[src/rtl/dp_pkg.sv]
// rtl/dp_pkg.sv - shared datapath widths and the data-memory responder state encoding
package dp_pkg;

  localparam int DATA_W = 8;
  localparam int ADDR_W = 3;

  typedef enum logic [1:0] {
    IDLE = 2'd0,
    BUSY = 2'd1,
    RESP = 2'd2
  } state_t;

endpackage

[src/rtl/data_mem_responder_if.sv]
// rtl/data_mem_responder_if.sv - request/response handshake bundle between MEM stage and data memory
interface data_mem_responder_if #(
  parameter int DATA_W = dp_pkg::DATA_W,
  parameter int ADDR_W = dp_pkg::ADDR_W
);

  logic              req_valid;
  logic              req_ready;
  logic              req_we;
  logic [ADDR_W-1:0] req_addr;
  logic [DATA_W-1:0] req_wdata;
  logic              rsp_valid;
  logic              rsp_ready;
  logic [DATA_W-1:0] rsp_rdata;
  logic              rsp_err;

  modport master (
    output req_valid, req_we, req_addr, req_wdata, rsp_ready,
    input  req_ready, rsp_valid, rsp_rdata, rsp_err
  );

  modport slave (
    input  req_valid, req_we, req_addr, req_wdata, rsp_ready,
    output req_ready, rsp_valid, rsp_rdata, rsp_err
  );

endinterface

[src/rtl/data_mem_responder_mem_array.sv]
// rtl/data_mem_responder_mem_array.sv - DEPTH x DATA_W register array, sync write, comb read, async clear
module mem_array #(
  parameter int DATA_W = 8,
  parameter int ADDR_W = 3,
  parameter int DEPTH  = 8
) (
  input  logic              sysclk,
  input  logic              sysrst_n,
  input  logic              we,
  input  logic [ADDR_W-1:0] waddr,
  input  logic [DATA_W-1:0] wdata,
  input  logic [ADDR_W-1:0] raddr,
  output logic [DATA_W-1:0] rdata
);

  logic [DATA_W-1:0] mem [DEPTH];

  always_ff @(posedge sysclk or negedge sysrst_n) begin
    if (!sysrst_n) begin
      for (int i = 0; i < DEPTH; i++) begin
        mem[i] <= '0;
      end
    end else if (we && (32'(waddr) < DEPTH)) begin
      mem[waddr] <= wdata;
    end
  end

  // Unimplemented addresses read as zero rather than aliasing.
  assign rdata = (32'(raddr) < DEPTH) ? mem[raddr] : '0;

endmodule

[src/rtl/data_mem_responder.sv]
// rtl/data_mem_responder.sv - single-outstanding data-memory target with programmable access latency
module data_mem_responder #(
  parameter int DATA_W  = dp_pkg::DATA_W,
  parameter int ADDR_W  = dp_pkg::ADDR_W,
  parameter int DEPTH   = 8,
  parameter int LATENCY = 2
) (
  input logic                 sysclk,
  input logic                 sysrst_n,
  data_mem_responder_if.slave bus
);

  import dp_pkg::state_t;
  import dp_pkg::IDLE;
  import dp_pkg::BUSY;
  import dp_pkg::RESP;

  localparam int CNT_W = $clog2(LATENCY) + 1;

  state_t            state_q, state_d;
  logic [CNT_W-1:0]  cnt_q, cnt_d;
  logic              we_q;
  logic [ADDR_W-1:0] addr_q;
  logic [DATA_W-1:0] wdata_q;
  logic [DATA_W-1:0] rdata_q;
  logic              err_q;
  logic [DATA_W-1:0] mem_rdata;
  logic              capture, load_rsp, clear_rsp, mem_we, in_range;

  assign in_range = (32'(addr_q) < DEPTH);

  always_comb begin
    state_d   = state_q;
    cnt_d     = cnt_q;
    capture   = 1'b0;
    load_rsp  = 1'b0;
    clear_rsp = 1'b0;
    mem_we    = 1'b0;
    unique case (state_q)
      IDLE: begin
        if (bus.req_valid) begin
          state_d = BUSY;
          cnt_d   = CNT_W'(LATENCY - 1);
          capture = 1'b1;
        end
      end
      BUSY: begin
        // Write commits on the same edge the response is registered.
        if (cnt_q == '0) begin
          state_d  = RESP;
          load_rsp = 1'b1;
          mem_we   = we_q & in_range;
        end else begin
          cnt_d = cnt_q - CNT_W'(1);
        end
      end
      RESP: begin
        if (bus.rsp_ready) begin
          state_d   = IDLE;
          clear_rsp = 1'b1;
        end
      end
      default: state_d = IDLE;
    endcase
  end

  always_ff @(posedge sysclk or negedge sysrst_n) begin
    if (!sysrst_n) begin
      state_q <= IDLE;
      cnt_q   <= '0;
      we_q    <= 1'b0;
      addr_q  <= '0;
      wdata_q <= '0;
      rdata_q <= '0;
      err_q   <= 1'b0;
    end else begin
      state_q <= state_d;
      cnt_q   <= cnt_d;
      if (capture) begin
        we_q    <= bus.req_we;
        addr_q  <= bus.req_addr;
        wdata_q <= bus.req_wdata;
      end
      if (load_rsp) begin
        rdata_q <= (!we_q && in_range) ? mem_rdata : '0;
        err_q   <= !in_range;
      end else if (clear_rsp) begin
        rdata_q <= '0;
        err_q   <= 1'b0;
      end
    end
  end

  mem_array #(
    .DATA_W (DATA_W),
    .ADDR_W (ADDR_W),
    .DEPTH  (DEPTH)
  ) u_mem (
    .sysclk   (sysclk),
    .sysrst_n (sysrst_n),
    .we       (mem_we),
    .waddr    (addr_q),
    .wdata    (wdata_q),
    .raddr    (addr_q),
    .rdata    (mem_rdata)
  );

  assign bus.req_ready = (state_q == IDLE);
  assign bus.rsp_valid = (state_q == RESP);
  assign bus.rsp_rdata = rdata_q;
  assign bus.rsp_err   = err_q;

endmodule

[src/flat_wrapper.sv]
// flat-port wrapper written by rule: the top's interface ports become plain ports
module data_mem_responder_flat import dp_pkg::state_t; import dp_pkg::IDLE; import dp_pkg::BUSY; import dp_pkg::RESP;
#(
  parameter int DATA_W  = dp_pkg::DATA_W,
  parameter int ADDR_W  = dp_pkg::ADDR_W,
  parameter int DEPTH   = 8,
  parameter int LATENCY = 2
)
  (sysclk, sysrst_n, bus_req_valid, bus_req_we, bus_req_addr, bus_req_wdata, bus_rsp_ready, bus_req_ready, bus_rsp_valid, bus_rsp_rdata, bus_rsp_err);
  data_mem_responder_if #(.DATA_W(DATA_W), .ADDR_W(ADDR_W)) bus_i ();
  input logic sysclk;
  input logic sysrst_n;
  input wire logic [$bits(bus_i.req_valid)-1:0] bus_req_valid;
  input wire logic [$bits(bus_i.req_we)-1:0] bus_req_we;
  input wire logic [$bits(bus_i.req_addr)-1:0] bus_req_addr;
  input wire logic [$bits(bus_i.req_wdata)-1:0] bus_req_wdata;
  input wire logic [$bits(bus_i.rsp_ready)-1:0] bus_rsp_ready;
  output wire logic [$bits(bus_i.req_ready)-1:0] bus_req_ready;
  output wire logic [$bits(bus_i.rsp_valid)-1:0] bus_rsp_valid;
  output wire logic [$bits(bus_i.rsp_rdata)-1:0] bus_rsp_rdata;
  output wire logic [$bits(bus_i.rsp_err)-1:0] bus_rsp_err;
  assign bus_i.req_valid = bus_req_valid;
  assign bus_i.req_we = bus_req_we;
  assign bus_i.req_addr = bus_req_addr;
  assign bus_i.req_wdata = bus_req_wdata;
  assign bus_i.rsp_ready = bus_rsp_ready;
  assign bus_req_ready = bus_i.req_ready;
  assign bus_rsp_valid = bus_i.rsp_valid;
  assign bus_rsp_rdata = bus_i.rsp_rdata;
  assign bus_rsp_err = bus_i.rsp_err;
  data_mem_responder #(.DATA_W(DATA_W), .ADDR_W(ADDR_W), .DEPTH(DEPTH), .LATENCY(LATENCY)) u_core (.sysclk(sysclk), .sysrst_n(sysrst_n), .bus(bus_i));
endmodule
[config.mk]
export PLATFORM = sky130hd
export DESIGN_NAME = data_mem_responder_flat
export DESIGN_NICKNAME = d
export VERILOG_FILES = /design/src/rtl/dp_pkg.sv /design/src/rtl/data_mem_responder_if.sv /design/src/rtl/data_mem_responder_mem_array.sv /design/src/rtl/data_mem_responder.sv /design/src/flat_wrapper.sv
export SDC_FILE = /design/constraint.sdc
export NUM_CORES = 1
export LEC_CHECK = 0
export BUFFER_PORTS_ARGS = -buffer_cell sky130_fd_sc_hd__buf_2
export CAP_MARGIN = 20
export CORE_ASPECT_RATIO = 0.75
export CORE_UTILIZATION = 50
export CTS_CLUSTER_DIAMETER = 80
export DETAILED_ROUTE_END_ITERATION = 7
export PLACE_DENSITY = 0.78
export SYNTH_ARGS = -nofsm -noshare
export SYNTH_HDL_FRONTEND = slang
export SYNTH_SLANG_ARGS = --single-unit
[constraint.sdc]
create_clock -name sysclk -period 2.7 [get_ports sysclk]
set_clock_uncertainty 0.05 [all_clocks]
set_input_delay 0.54 -clock sysclk [delete_from_list [all_inputs] [get_ports sysclk]]
set_output_delay 0.54 -clock sysclk [all_outputs]
set_load 0.005 [all_outputs]
==> qor_table.md, run 1 <==
| Metric | This run |
|:---|:---|
| Floorplan die area | 8390 um^2 |
| Area of the mapped netlist | 4010 um^2 |
| Setup repair after global routing missed its margin | no |
| Gpl congestion | 0.773 |
| DR pass1 iterations | 4 |
| Cells resized by post-CTS repair | 0 |
| CTS clock-pin slew for the worst setup and hold paths | 0.08 ns |
| Setup slack of the most critical reg-to-reg path | 0.51 ns |
| Via count | 2,252 |
| Leak pwr | 2.15 nW |
| Average vias per placed instance | 5.67 |
| Reg-to-reg critical path endpoint | u_core.u_mem.mem[42]$_DFFE_PN0P_ |
| Wire length of the first global-routing pass | 13.0 mm |
| Simple-gate share of the synthesized area | 5.61% |
| Critical Path End | u_core.u_mem.mem[42]$_DFFE_PN0P_ |
| Slew headroom | 52.3% |
| Area share of the leading cell type in the synthesized netlist | 54.9% |
| Source-to-sink clock delay at the later pin of the worst-skew pair | 0.37 ns |
| Number of flops mapped to enable cells by yosys | 0 |
| Final number of hold-violating endpoints | 0 |
| First element of the critical path | u_core.cnt_q[0]$_DFFE_PN0P_ |
| Largest cells by area after synthesis | sky130_fd_sc_hd__dfrtp_1 55%, sky130_fd_sc_hd__mux2_2 22%, sky130_fd_sc_hd__mux2i_1 8.0% |
| Die boundary width | 105 um |
| Floorplan die height | 79.6 um |
| Maximum number of pins on one net before global-route repair | 37 |
| Sort of element at the end of the critical path | register |
| Starting density of the core | 53.0% |
| WL per Instance | 19.4 um |
| Final sum of negative setup slack | 0 ns |
| Nets in the synthesized netlist | 275 |
| Count of antenna diodes in the layout | 0 |
| TritonCTS clock tree | done |
| Worst-margin pin slew | 0.712 ns |
| Synth-to-Final Area Change | 10.9% |
| Initial DRC count | 80 |
| NumNets Final | 308 |
| Count of nets left with antenna violations after detail routing | 0 |
| Worst VDD drop | 0.000557 V |
| Row count | 27 |
| Synth Warn # | 0 |
| Synthesized-area fraction occupied by ao, oa, aoi and oai cells | 2.68% |
| Number of clock sinks | 88 |
| Synth area leader | sky130_fd_sc_hd__dfrtp_1 |
| TritonCTS buffer count | 9 |
| Worst Reg-to-Reg Cells | 5 |
| Number of buffers inserted by post-CTS setup repair | 0 |
| Number of H-tree branching levels | 3 |
| Ratio of final minimum period to clock period | 81.2% |
| Category of the most critical setup path | register to register |
| Most repeated cell in the gate-level netlist after synthesis | sky130_fd_sc_hd__dfrtp_1 |
| Area of the core | 7570 um^2 |
| Share of the yosys chip area belonging to registers | 54.9% |
| Total GRT Usage | 21.5% |
| Met3 usage in global routing | 6.61% |
| Total overflow reported by the global router | 0 |
| Dominant combinational cell family by area after synthesis | multiplexers |
| Highest fanout seen on the critical path | 8 |
| Max cap viols | 0 |
| Share of synthesized registers carrying an async set or reset | 100% |
| DR DRC count | 0 |
| Peak-usage layer in the global routing report | met2 |
| Beginning of the worst register-to-register path | u_core.cnt_q[0]$_DFFE_PN0P_ |
| Hold-fix buffer count after cts | 0 |
| Met2 Use GR | 34.3% |
| Main synth FF type | sky130_fd_sc_hd__dfrtp_1 |
| Number of antenna violations at the first check in global routing | 0 |
| Clk buf depth | 2 |
| Root Driver | sky130_fd_sc_hd__clkbuf_8 |
| Multiplexer fraction of the synthesized cell area | 34.1% |
| Synthesized instance count | 258 |
| Top post-synthesis cells by count | 88 x sky130_fd_sc_hd__dfrtp_1, 77 x sky130_fd_sc_hd__mux2_2, 32 x sky130_fd_sc_hd__mux2i_1, 9 x sky130_fd_sc_hd__o2bb2ai_1, 8 x sky130_fd_sc_hd__mux4_2 |
| Post-Synthesis Mean Instance Area | 15.5 um^2 |
| Ratio of cells with drive above 1 in the final layout | 49.3% |
| Port Buffers | 25 |
| Adder and majority cell fraction of the synthesized area | 0.312% |
| FF+latch count, synth | 88 |
| Detailed placer's ending HPWL | 5.17 mm |
| M1 GR Usage | 28.5% |
| Power density relative to cell area | 1050 nW/um^2 |
| Final critical delay including setup and external delays | 2.19 ns |
| Total length of routed wires | 7.71 mm |
| Post-route cell area | 4450 um^2 |
| Post-Route Utilization | 58.8% |
| Via count of the first global-routing pass | 2,413 |
| Top Ports | 27 |
| Maximum clock frequency | 456 MHz |
| Outcome | complete, no violations |
| Fin. max-slew vios | 0 |
| Data arrival, critical path | 2.40 ns |
| Number of distinct library cells after synthesis | 30 |
| Worst hold path class | input port to asynchronous set/reset pin |
| Req. time, crit path | 2.90 ns |
| Startpoint type of the worst setup path | register |
| Xor and xnor fraction of the mapped netlist area | 0% |
| Placed cell area | 4280 um^2 |
| Final count of negative-setup-slack endpoints | 0 |
[metal layers]
layer  wire [um]  up-vias  part of all wire, %
met5           0        -                    0
met4          82        0                  1.1
met3         229        8                  3.0
met2        3720       31                   48
met1        3670     1189                   48
li1            -     1024                    -
[state kept, by name, summed over array words and instances (netlist names)]
| register | cells |
|---|---|
| u_core.we_q | 1 |
| u_core.wdata_q | 8 |
| u_core.u_mem.mem | 64 |
| u_core.bus.rsp_rdata | 8 |
| u_core.cnt_q | 2 |
| u_core.state_q | 2 |
| u_core.addr_q | 3 |
[layout make-up]
type                       instances  area, um^2
fill                             622        3120
sequential                        88        2200
multi-input combinational        153        1720
timing repair buffer              36         223
clock buffer                      14         153
tap                              101         126
clock inverter                     2        15.0
inverter                           3        11.3
[worst min-delay path by stage]
stage,startpoint,end,slack (ns),cells after the start
global route,sysrst_n,u_core.wdata_q[7]$_DFFE_PN0P_,0.04,1
global placement,u_core.bus.rsp_rdata[1]$_DFFE_PN0P_,u_core.bus.rsp_rdata[1]$_DFFE_PN0P_,0.42,1
detailed placement,u_core.bus.rsp_rdata[3]$_DFFE_PN0P_,u_core.bus.rsp_rdata[3]$_DFFE_PN0P_,0.42,1
floorplan,sysrst_n,u_core.addr_q[0]$_DFFE_PN0P_,0.19,0
CTS,sysrst_n,u_core.wdata_q[7]$_DFFE_PN0P_,0.02,1
finish,sysrst_n,u_core.cnt_q[0]$_DFFE_PN0P_,0.03,1
[logic make-up after synthesis]
family | count (synthesis)
other cells | 1
mux | 117
flops | 88
fa+ha+maj | 1
buf+inv | 17
simple gates | 21
compound gates | 13
[per-stage QoR]
step | hold WS, ns | total power (W) | std cells | setup WS, ns
2_1_floorplan | 0.194 | 0.00341 | 258 | 0.845
3_3_place_gp | 0.417 | 0.00382 | 381 | 0.545
3_5_place_dp | 0.420 | 0.00390 | 381 | 0.495
4_1_cts | 0.0195 | 0.00471 | 397 | 0.482
5_1_grt | 0.0357 | 0.00497 | 397 | 0.358
6_report | 0.0337 | 0.00466 | 397 | 0.506
[worst max-delay path, stage by stage, from the launching register on]
cell and delay [ns]:
sky130_fd_sc_hd__dfrtp_1 0.41, sky130_fd_sc_hd__inv_1 0.07, sky130_fd_sc_hd__ha_1 0.28, sky130_fd_sc_hd__nand4b_4 0.20, sky130_fd_sc_hd__nor4b_4 0.65, sky130_fd_sc_hd__mux2_2 0.41
[report_power, final]
part / internal [W] / switching [W] / leakage [nW] / total [W]
clock network: 0.000361 / 0.000442 / 0.0769 / 0.000803
logic: 0.000922 / 0.000609 / 0.913 / 0.00153
registers: 0.00179 / 0.000534 / 1.16 / 0.00232
[layout by cell type (no fill, tap or decap), types with 2 or more instances in the layout]
cell type                     n
sky130_fd_sc_hd__clkinvlp_4   2
sky130_fd_sc_hd__inv_1        3
sky130_fd_sc_hd__buf_4       11
sky130_fd_sc_hd__mux4_2       8
sky130_fd_sc_hd__clkbuf_8    10
sky130_fd_sc_hd__nor4b_4      2
sky130_fd_sc_hd__nand4b_2     2
sky130_fd_sc_hd__mux2i_1     32
sky130_fd_sc_hd__mux2_2      77
sky130_fd_sc_hd__nor2_1       4
sky130_fd_sc_hd__dfrtp_1     87
sky130_fd_sc_hd__clkbuf_1     4
sky130_fd_sc_hd__and2_1       2
sky130_fd_sc_hd__o2bb2ai_1    9
sky130_fd_sc_hd__buf_2       24
sky130_fd_sc_hd__nand2_1      2
Note: power is estimated with default switching activity, not from simulation.
==> run 2: changes to the inputs <==
ABC_AREA = 1   (was unset)
PLACE_DENSITY = 0.8   (was 0.78)
clock period = 1.8 ns   (was 2.7 ns; I/O delays follow)
==> run 2 against run 1 <==
Net effect:
- fmax grew 32%
- die area rose by 4.5%
- sequential power rose by 39%
- critical path depth increased by 2
- combinational power increased by 100%
- final cell count up 61%
- total power grew 66%
==> qor_table.md, run 2 <==
| Metric | This run | Delta |
|:---|:---|:---|
| Xor and xnor fraction of the mapped netlist area | 0% | unchanged |
| Highest fanout seen on the critical path | 16 | +8 |
| Multiplexer fraction of the synthesized cell area | 0.268% | -34 points |
| Most frequent standard cell in the layout excluding fill and tap cells | sky130_fd_sc_hd__nand2_1 |  |
| Critical Path End | u_core.u_mem.mem[61]$_DFFE_PN0P_ |  |
| Number of antenna violations at the first check in global routing | 0 | unchanged |
| Simple-gate share of the synthesized area | 25.0% | +19 points |
| NumNets Final | 546 | +77% |
| Worst VDD drop | 0.00109 V | +95% |
| Leak pwr | 2.38 nW | +11% |
| FF+latch count, synth | 88 | unchanged |
| Power density relative to cell area | 1680 nW/um^2 | +60% |
| Number of flip-flops in the largest register | 64 | unchanged |
| Max cap viols | 0 | unchanged |
| DR DRC count | 0 | unchanged |
| Detailed placer's ending HPWL | 6.16 mm | +19% |
| Ratio of cells with drive above 1 in the final layout | 13.1% | -36 points |
| Area of the core | 8020 um^2 | +6.0% |
| Beginning of the worst register-to-register path | u_core.cnt_q[0]$_DFFE_PN0P_ |  |
| Count of nets left with antenna violations after detail routing | 0 | unchanged |
| Clk buf depth | 2 | unchanged |
| Total length of routed wires | 8.88 mm | +15% |
| Final sum of negative setup slack | 0 ns | unchanged |
| Via count | 3,254 | +44% |
| Worst hold path class | input port to register |  |
| Main synth FF type | sky130_fd_sc_hd__dfrtp_1 |  |
| Worst Reg-to-Reg Cells | 7 | +2 |
| Total overflow reported by the global router | 0 | unchanged |
| Req. time, crit path | 2.00 ns | -0.90 ns |
| TritonCTS buffer count | 9 | unchanged |
| Dominant combinational cell family by area after synthesis | simple AND/OR/NAND/NOR gates |  |
| Nets in the synthesized netlist | 520 | +89% |
| Most repeated cell in the gate-level netlist after synthesis | sky130_fd_sc_hd__nand2_1 |  |
| Number of clock sinks | 88 | unchanged |
| Port Buffers | 25 | unchanged |
| Die boundary width | 108 um | +2.2% |
| Synth area leader | sky130_fd_sc_hd__dfrtp_1 |  |
| Post-route cell area | 4610 um^2 | +3.6% |
| Gpl congestion | 0.854 | +10% |
| Maximum clock frequency | 603 MHz | +32% |
| First element of the critical path | u_core.cnt_q[0]$_DFFE_PN0P_ |  |
| Final count of negative-setup-slack endpoints | 0 | unchanged |
| Ratio of final minimum period to clock period | 92.2% | +11 points |
| Via count of the first global-routing pass | 3,009 | +25% |
| Final Total Pwr | 0.00774 W | +66% |
| Share of synthesized registers carrying an async set or reset | 100% | unchanged |
| Top Ports | 27 | unchanged |
| Most common cell type on the critical path | sky130_fd_sc_hd__nand2_1 |  |
| Category of the most critical setup path | register to register |  |
| Synthesized-area fraction occupied by ao, oa, aoi and oai cells | 11.3% | +8.6 points |
| Area of the mapped netlist | 4200 um^2 | +4.6% |
| Initial DRC count | 261 | +230% |
| Largest cells by area after synthesis | sky130_fd_sc_hd__dfrtp_1 52%, sky130_fd_sc_hd__nand2_1 15%, sky130_fd_sc_hd__o21ai_1 7.5% |  |
| Data arrival, critical path | 1.86 ns | -0.54 ns |
| Final critical delay including setup and external delays | 1.66 ns | -0.534 ns |
| Area share of the leading cell type in the synthesized netlist | 52.5% | -2.4 points |
| Setup WS post-layout | 0.140 ns | -0.366 ns |
| Final number of hold-violating endpoints | 0 | unchanged |
| Crit path max-delay cell type | sky130_fd_sc_hd__dfrtp_1 |  |
| Reg-to-reg critical path endpoint | u_core.u_mem.mem[61]$_DFFE_PN0P_ |  |
| Maximum number of pins on one net before global-route repair | 38 | +2.7% |
| Row count | 28 | +3.7% |
| Source-to-sink clock delay at the later pin of the worst-skew pair | 0.37 ns | about the same |
| Number of buffers inserted by post-CTS setup repair | 0 | unchanged |
| Number of flops mapped to enable cells by yosys | 0 | unchanged |
| Delay of the slowest cell on the worst path | 0.36 ns | -0.29 ns |
| Cell Chain, Critical Path | inv_1 > ha_1 > nand2_1 > nor2_8 > nand3_4 > nand2_1 > o21ai_2 |  |
| Number of distinct library cells after synthesis | 25 | -17% |
| DR pass1 iterations | 5 | +1 |
| Adder and majority cell fraction of the synthesized area | 0.298% | -0.014 points |
| Floorplan die height | 81.3 um | +2.2% |
| Placed cell area | 4390 um^2 | +2.7% |
| Wire length of the first global-routing pass | 15.1 mm | +16% |
| Post-Synthesis Mean Instance Area | 8.34 um^2 | -46% |
| Leading cell types in the layout, fill and taps excluded | 168 x sky130_fd_sc_hd__nand2_1, 88 x sky130_fd_sc_hd__dfrtp_1, 76 x sky130_fd_sc_hd__inv_1, 63 x sky130_fd_sc_hd__o21ai_1, 32 x sky130_fd_sc_hd__nand3_1 |  |
| Outcome | complete, no violations |  |
| Synthesized instance count | 503 | +95% |
| Starting density of the core | 52.3% | -0.70 points |
| Average vias per placed instance | 5.10 | -10% |
| Setup slack of the most critical reg-to-reg path | 0.14 ns | -0.37 ns |
| Synth-to-Final Area Change | 9.84% |  |
| Root Driver | sky130_fd_sc_hd__clkbuf_8 |  |
| Synth Warn # | 0 | unchanged |
| Setup repair after global routing missed its margin | no |  |
| Total GRT Usage | 23.3% | +1.8 points |
| Register name with the most flops | u_core.u_mem.mem |  |
| Sort of element at the end of the critical path | register |  |
| CTS clock-pin slew for the worst setup and hold paths | 0.09 ns | about the same |
| Count of antenna diodes in the layout | 0 | unchanged |
| Worst setup slack after placement | 0.126 ns | -0.369 ns |
| Share of the yosys chip area belonging to registers | 52.5% | -2.4 points |
| Top post-synthesis cells by count | 168 x sky130_fd_sc_hd__nand2_1, 88 x sky130_fd_sc_hd__dfrtp_1, 76 x sky130_fd_sc_hd__inv_1, 63 x sky130_fd_sc_hd__o21ai_1, 32 x sky130_fd_sc_hd__nand3_1 |  |
| WL per Instance | 13.9 um | -28% |
| Post-Route Utilization | 57.5% | -1.3 points |
| Count of fill cells added during filler insertion | 699 | +12% |
| Fin. max-slew vios | 0 | unchanged |
| Number of H-tree branching levels | 3 | unchanged |
| Floorplan die area | 8770 um^2 | +4.5% |
| Startpoint type of the worst setup path | register |  |
| TritonCTS clock tree | done |  |
## run 2: changes by cell type in the layout (fill, tap and decap cells not counted), moves of 6 or more
cell,change
sky130_fd_sc_hd__o2bb2ai_1,-9
sky130_fd_sc_hd__inv_1,+73
sky130_fd_sc_hd__buf_4,-6
sky130_fd_sc_hd__o21ai_2,+8
sky130_fd_sc_hd__nor2_1,+11
sky130_fd_sc_hd__mux4_2,-8
sky130_fd_sc_hd__o21ai_1,+63
sky130_fd_sc_hd__a21oi_1,+10
sky130_fd_sc_hd__mux2_2,-76
sky130_fd_sc_hd__nand2_1,+166
sky130_fd_sc_hd__mux2i_1,-32
sky130_fd_sc_hd__nand3_1,+32
sky130_fd_sc_hd__nand3_4,+8
## run 2: worst min-delay path by stage
stage | slack (ns) | to | from | cells past startpoint
3_5_place_dp | 0.27 | u_core.u_mem.mem[10]$_DFFE_PN0P_ | sysrst_n | 1
3_3_place_gp | 0.27 | u_core.u_mem.mem[9]$_DFFE_PN0P_ | sysrst_n | 1
6_report | 0.12 | u_core.state_q[1]$_DFFE_PN0P_ | bus_rsp_ready | 2
4_1_cts | 0.11 | u_core.state_q[1]$_DFFE_PN0P_ | bus_rsp_ready | 2
2_1_floorplan | 0.01 | u_core.addr_q[0]$_DFFE_PN0P_ | sysrst_n | 0
5_1_grt | 0.12 | u_core.state_q[1]$_DFFE_PN0P_ | bus_rsp_ready | 2
## run 2: logic make-up after synthesis
group                    after synthesis
multiplexers                           1
AO/OA/AOI/OAI                         88
flip-flops                            88
other                                  1
AND/OR/NAND/NOR                      228
buffers and inverters                 96
adder cells (fa/ha/maj)                1
## run 2: stage by stage
| stage | hold slack (ns) | std cells |
|---|---|---|
| global route | 0.121 | 638 |
| global placement | 0.266 | 622 |
| floorplan | 0.0144 | 503 |
| finish | 0.125 | 638 |
| detailed placement | 0.268 | 622 |
| CTS | 0.112 | 638 |
## run 2: power breakdown
group	internal (W)	switching, W
registers	0.00277	0.000455
logic	0.00102	0.00207
clock network	0.000743	0.000688
## run 2: layout make-up
type                       instances  area (um^2)  share of cell area, %
clock buffer                      12          165                   3.58
tap                              105          131                   2.85
inverter                          78          295                   6.41
timing repair buffer              33          228                   4.94
multi-input combinational        319         1550                   33.6
clock inverter                     3         40.0                  0.869
sequential                        88         2200                   47.8
## run 2: critical path, delay by kind of cell (launching register included)
family                     cells  cell delay [ns]
DFF                            1             0.36
buffers and inverters          1             0.08
AOI/OAI and AO/OA              1             0.06
and+or+nand+nor                4             0.80
adders and majority gates      1             0.18
## run 2: repair_timing
action	CTS	global route
hold endpoints to repair	27	0
setup endpoints to repair	0	54
gates resized for setup	0	0
hold buffers	1	0
## run 2: metal layers
layer	up-vias	track usage (%)	routed length, um	share of wire (%)
met5	-	0	0	0
met4	0	7.40	95	1.1
met3	7	6.34	656	7.4
met2	103	34.2	3930	44
met1	1526	33.5	4200	47
li1	1618	-	-	-
==> run 3: changes to the inputs <==
ABC_AREA = unset   (was 1)
CORE_UTILIZATION = 54   (was 50)
PLACE_DENSITY = 0.85   (was 0.8)
RECOVER_POWER = 50   (was unset)
==> run 3 against run 2 <==
Net effect:
- the run now ends with negative setup slack left
- wire length fell by 3.8%
- worst hold slack better by 0.057 ns
- sequential power up 4%
- critical path depth unchanged
- combinational power fell by 3%
- global-route usage rose by 1.1 points
- final area up 5.6%
- clock power up 22%
- setup slack lost 0.16 ns
- final cell count down 34%
- largest cell class unchanged
- largest power group unchanged
==> qor_table.md, run 3 (same netlist as run 1, synthesis figures left out) <==
| Metric | This run | Delta |
|:---|:---|:---|
| Leak pwr | 2.37 nW | -0.22% |
| Maximum clock frequency | 548 MHz | -9.0% |
| Leading cell types in the layout, fill and taps excluded | 86 x sky130_fd_sc_hd__dfrtp_1, 58 x sky130_fd_sc_hd__mux2_2, 32 x sky130_fd_sc_hd__mux2i_1, 28 x sky130_fd_sc_hd__buf_4, 24 x sky130_fd_sc_hd__buf_2 |  |
| Total overflow reported by the global router | 0 | unchanged |
| Area of the core | 6990 um^2 | -13% |
| Detailed placer's ending HPWL | 5.46 mm | -11% |
| Number of antenna violations at the first check in global routing | 0 | unchanged |
| TritonCTS buffer count | 9 | unchanged |
| Net switching power | 0.00259 W | -19% |
| Fraction of power consumed by the clock network | 21.5% | +3.0 points |
| Count of nets left with antenna violations after detail routing | 0 | unchanged |
| Synth-to-Final Area Change | 21.3% |  |
| Beginning of the worst register-to-register path | u_core.cnt_q[1]$_DFFE_PN0P_ |  |
| Fin. max-slew vios | 0 | unchanged |
| Power density relative to cell area | 1660 nW/um^2 | -1.2% |
| Crit path max-delay cell type | sky130_fd_sc_hd__dfrtp_1 |  |
| Sort of element at the end of the critical path | register |  |
| Source-to-sink clock delay at the later pin of the worst-skew pair | 0.35 ns | -0.02 ns |
| Clk buf depth | 2 | unchanged |
| Count of antenna diodes in the layout | 0 | unchanged |
| DR pass1 iterations | 4 | -1 |
| Switching share of power | 32.1% | -9.4 points |
| Die boundary width | 102 um | -5.8% |
| CTS clock-pin slew for the worst setup and hold paths | 0.08 ns | about the same |
| Total GRT Usage | 24.4% | +1.1 points |
| Root Driver | sky130_fd_sc_hd__clkbuf_8 |  |
| Multi-input logic area | 1820 um^2 | +17% |
| Maximum number of pins on one net before global-route repair | 39 | +2.6% |
| Worst hold path class | input port to register |  |
| Setup repair after global routing missed its margin | yes |  |
| Setup slack of the most critical reg-to-reg path | -0.02 ns | -0.16 ns |
| M1 GR Usage | 33.9% | +0.37 points |
| Category of the most critical setup path | register to register |  |
| Sequential share of power | 41.5% | about the same |
| Reg-to-reg critical path endpoint | u_core.u_mem.mem[15]$_DFFE_PN0P_ |  |
| Gpl congestion | 0.760 | -11% |
| Final number of hold-violating endpoints | 0 | unchanged |
| Placed cell area | 4470 um^2 | +1.8% |
| Comb power frac | 37.0% | -2.9 points |
| Worst VDD drop | 0.000902 V | -17% |
| Number of cells in the design after placement | 397 | -36% |
| TritonCTS clock tree | done |  |
| Peak-usage layer in the global routing report | met2 |  |
| Cell Chain, Critical Path | inv_2 > ha_4 > nand4b_4 > buf_4 > nor3_4 > buf_6 > mux2_2 |  |
| Worst-margin pin slew | 0.910 ns |  |
| Final cell count without fillers | 420 | -34% |
| Average vias per placed instance | 5.70 | +12% |
| Post-route cell area | 4870 um^2 | +5.6% |
| Total length of routed wires | 8.54 mm | -3.8% |
| Floorplan die height | 76.6 um | -5.8% |
| Slew headroom | 39.3% |  |
| Met3 usage in global routing | 5.60% | -0.74 points |
| Data arrival, critical path | 2.01 ns | +0.15 ns |
| Port Buffers | 25 | unchanged |
| Most frequent standard cell in the layout excluding fill and tap cells | sky130_fd_sc_hd__dfrtp_1 |  |
| Final critical delay including setup and external delays | 1.82 ns | +0.164 ns |
| Violations in the final reports | negative setup slack |  |
| Cell internal power dissipation | 0.00548 W | +21% |
| Req. time, crit path | 1.99 ns | about the same |
| Final count of negative-setup-slack endpoints | 10 | +10 |
| Hold EP | u_core.addr_q[0]$_DFFE_PN0P_ |  |
| Top Ports | 27 | unchanged |
| Sequential standard cell area | 2200 um^2 | +0.11% |
| Worst setup slack after placement | -0.0118 ns | -0.138 ns |
| Number of H-tree branching levels | 3 | unchanged |
| Floorplan die area | 7780 um^2 | -11% |
| Highest fanout seen on the critical path | 5 | -11 |
| Outcome | finished with violations |  |
| NumNets Final | 334 | -39% |
| Hold Startpoint | bus_req_addr[0] |  |
| Delay of the slowest cell on the worst path | 0.39 ns | +0.03 ns |
| Max cap viols | 0 | unchanged |
| WL per Instance | 20.3 um | +46% |
| Worst Reg-to-Reg Cells | 7 | unchanged |
| Ratio of final minimum period to clock period | 101% | +9.1 points |
| Register name with the most flops | u_core.u_mem.mem |  |
| Setup WS post-layout | -0.0235 ns | -0.164 ns |
| Row count | 26 | -7.1% |
| Via count | 2,396 | -26% |
| Number of clock sinks | 88 | unchanged |
| Number of flip-flops in the largest register | 64 | unchanged |
| Via count of the first global-routing pass | 2,574 | -14% |
| Starting density of the core | 57.4% | +5.0 points |
| Wire length of the first global-routing pass | 13.8 mm | -8.3% |
| Ratio of cells with drive above 1 in the final layout | 55.0% | +42 points |
| Met2 Use GR | 37.7% | +3.5 points |
| Count of fill cells added during filler insertion | 453 | -35% |
| Post-Route Utilization | 69.6% | +12 points |
| DR DRC count | 0 | unchanged |
| Initial DRC count | 128 | -51% |
| Startpoint type of the worst setup path | register |  |
| First element of the critical path | u_core.cnt_q[1]$_DFFE_PN0P_ |  |
| Worst Hold Path Cells | 2 | unchanged |
==> run 3: area by class of cell <==
cell class / instances / share of cell area [%]
Clock buffer: 11 / 2.70
Clock inverter: 5 / 2.65
Inverter: 3 / 0.231
Multi-Input combinational cell: 153 / 37.3
Sequential cell: 88 / 45.3
Tap cell: 98 / 2.52
Timing Repair Buffer: 62 / 9.28
==> run 3: worst max-delay path, delay by kind of cell (launching register included) <==
kind	cells	cell delay, ns
buffers and inverters	3	0.44
flip-flops	1	0.39
multiplexers	1	0.34
AND/OR/NAND/NOR	2	0.33
adder cells (fa/ha/maj)	1	0.17
==> run 3: how the worst max path moves through the flow <==
stage / to / slack [ns]
floorplan: u_core.u_mem.mem[24]$_DFFE_PN0P_ / -0.03
global placement: u_core.u_mem.mem[42]$_DFFE_PN0P_ / 0.02
detailed placement: u_core.u_mem.mem[42]$_DFFE_PN0P_ / -0.01
CTS: u_core.u_mem.mem[44]$_DFFE_PN0P_ / -0.03
global route: u_core.u_mem.mem[62]$_DFFE_PN0P_ / -0.07
finish: u_core.u_mem.mem[15]$_DFFE_PN0P_ / -0.02
==> run 3: through the flow <==
stage	total power, W	hold slack [ns]	TNS (ns)
6_report	0.00807	0.181	-0.124
5_1_grt	0.00850	0.170	-1.27
4_1_cts	0.00798	0.164	-0.283
3_3_place_gp	0.00596	0.302	0
2_1_floorplan	0.00515	0.0144	-0.203
3_5_place_dp	0.00613	0.302	-0.0215
==> run 3: power groups by stage <==
stage / combinational [W] / clock, W / sequential, W
5_1_grt: 0.00321 / 0.00185 / 0.00344
6_report: 0.00299 / 0.00174 / 0.00335
3_5_place_dp: 0.00279 / 0 / 0.00334
2_1_floorplan: 0.00206 / 0 / 0.00310
4_1_cts: 0.00288 / 0.00178 / 0.00331
3_3_place_gp: 0.00267 / 0 / 0.00329
==> run 3: what timing repair did <==
| item | CTS | global route |
|---|---|---|
| pin swaps | 2 | 1 |
| endpoints found under the setup margin | 8 | 42 |
| endpoints found under the hold margin | 35 | 0 |
| resized for setup | 7 | 17 |
| hold buffers | 1 | 0 |
| buffers inserted | 4 | 2 |
==> run 3: layer usage <==
metal  part of all wire (%)  up-vias
met5                      0        -
met4                    1.8        0
met3                    4.0       12
met2                     49       56
met1                     45     1251
li1                       -     1077
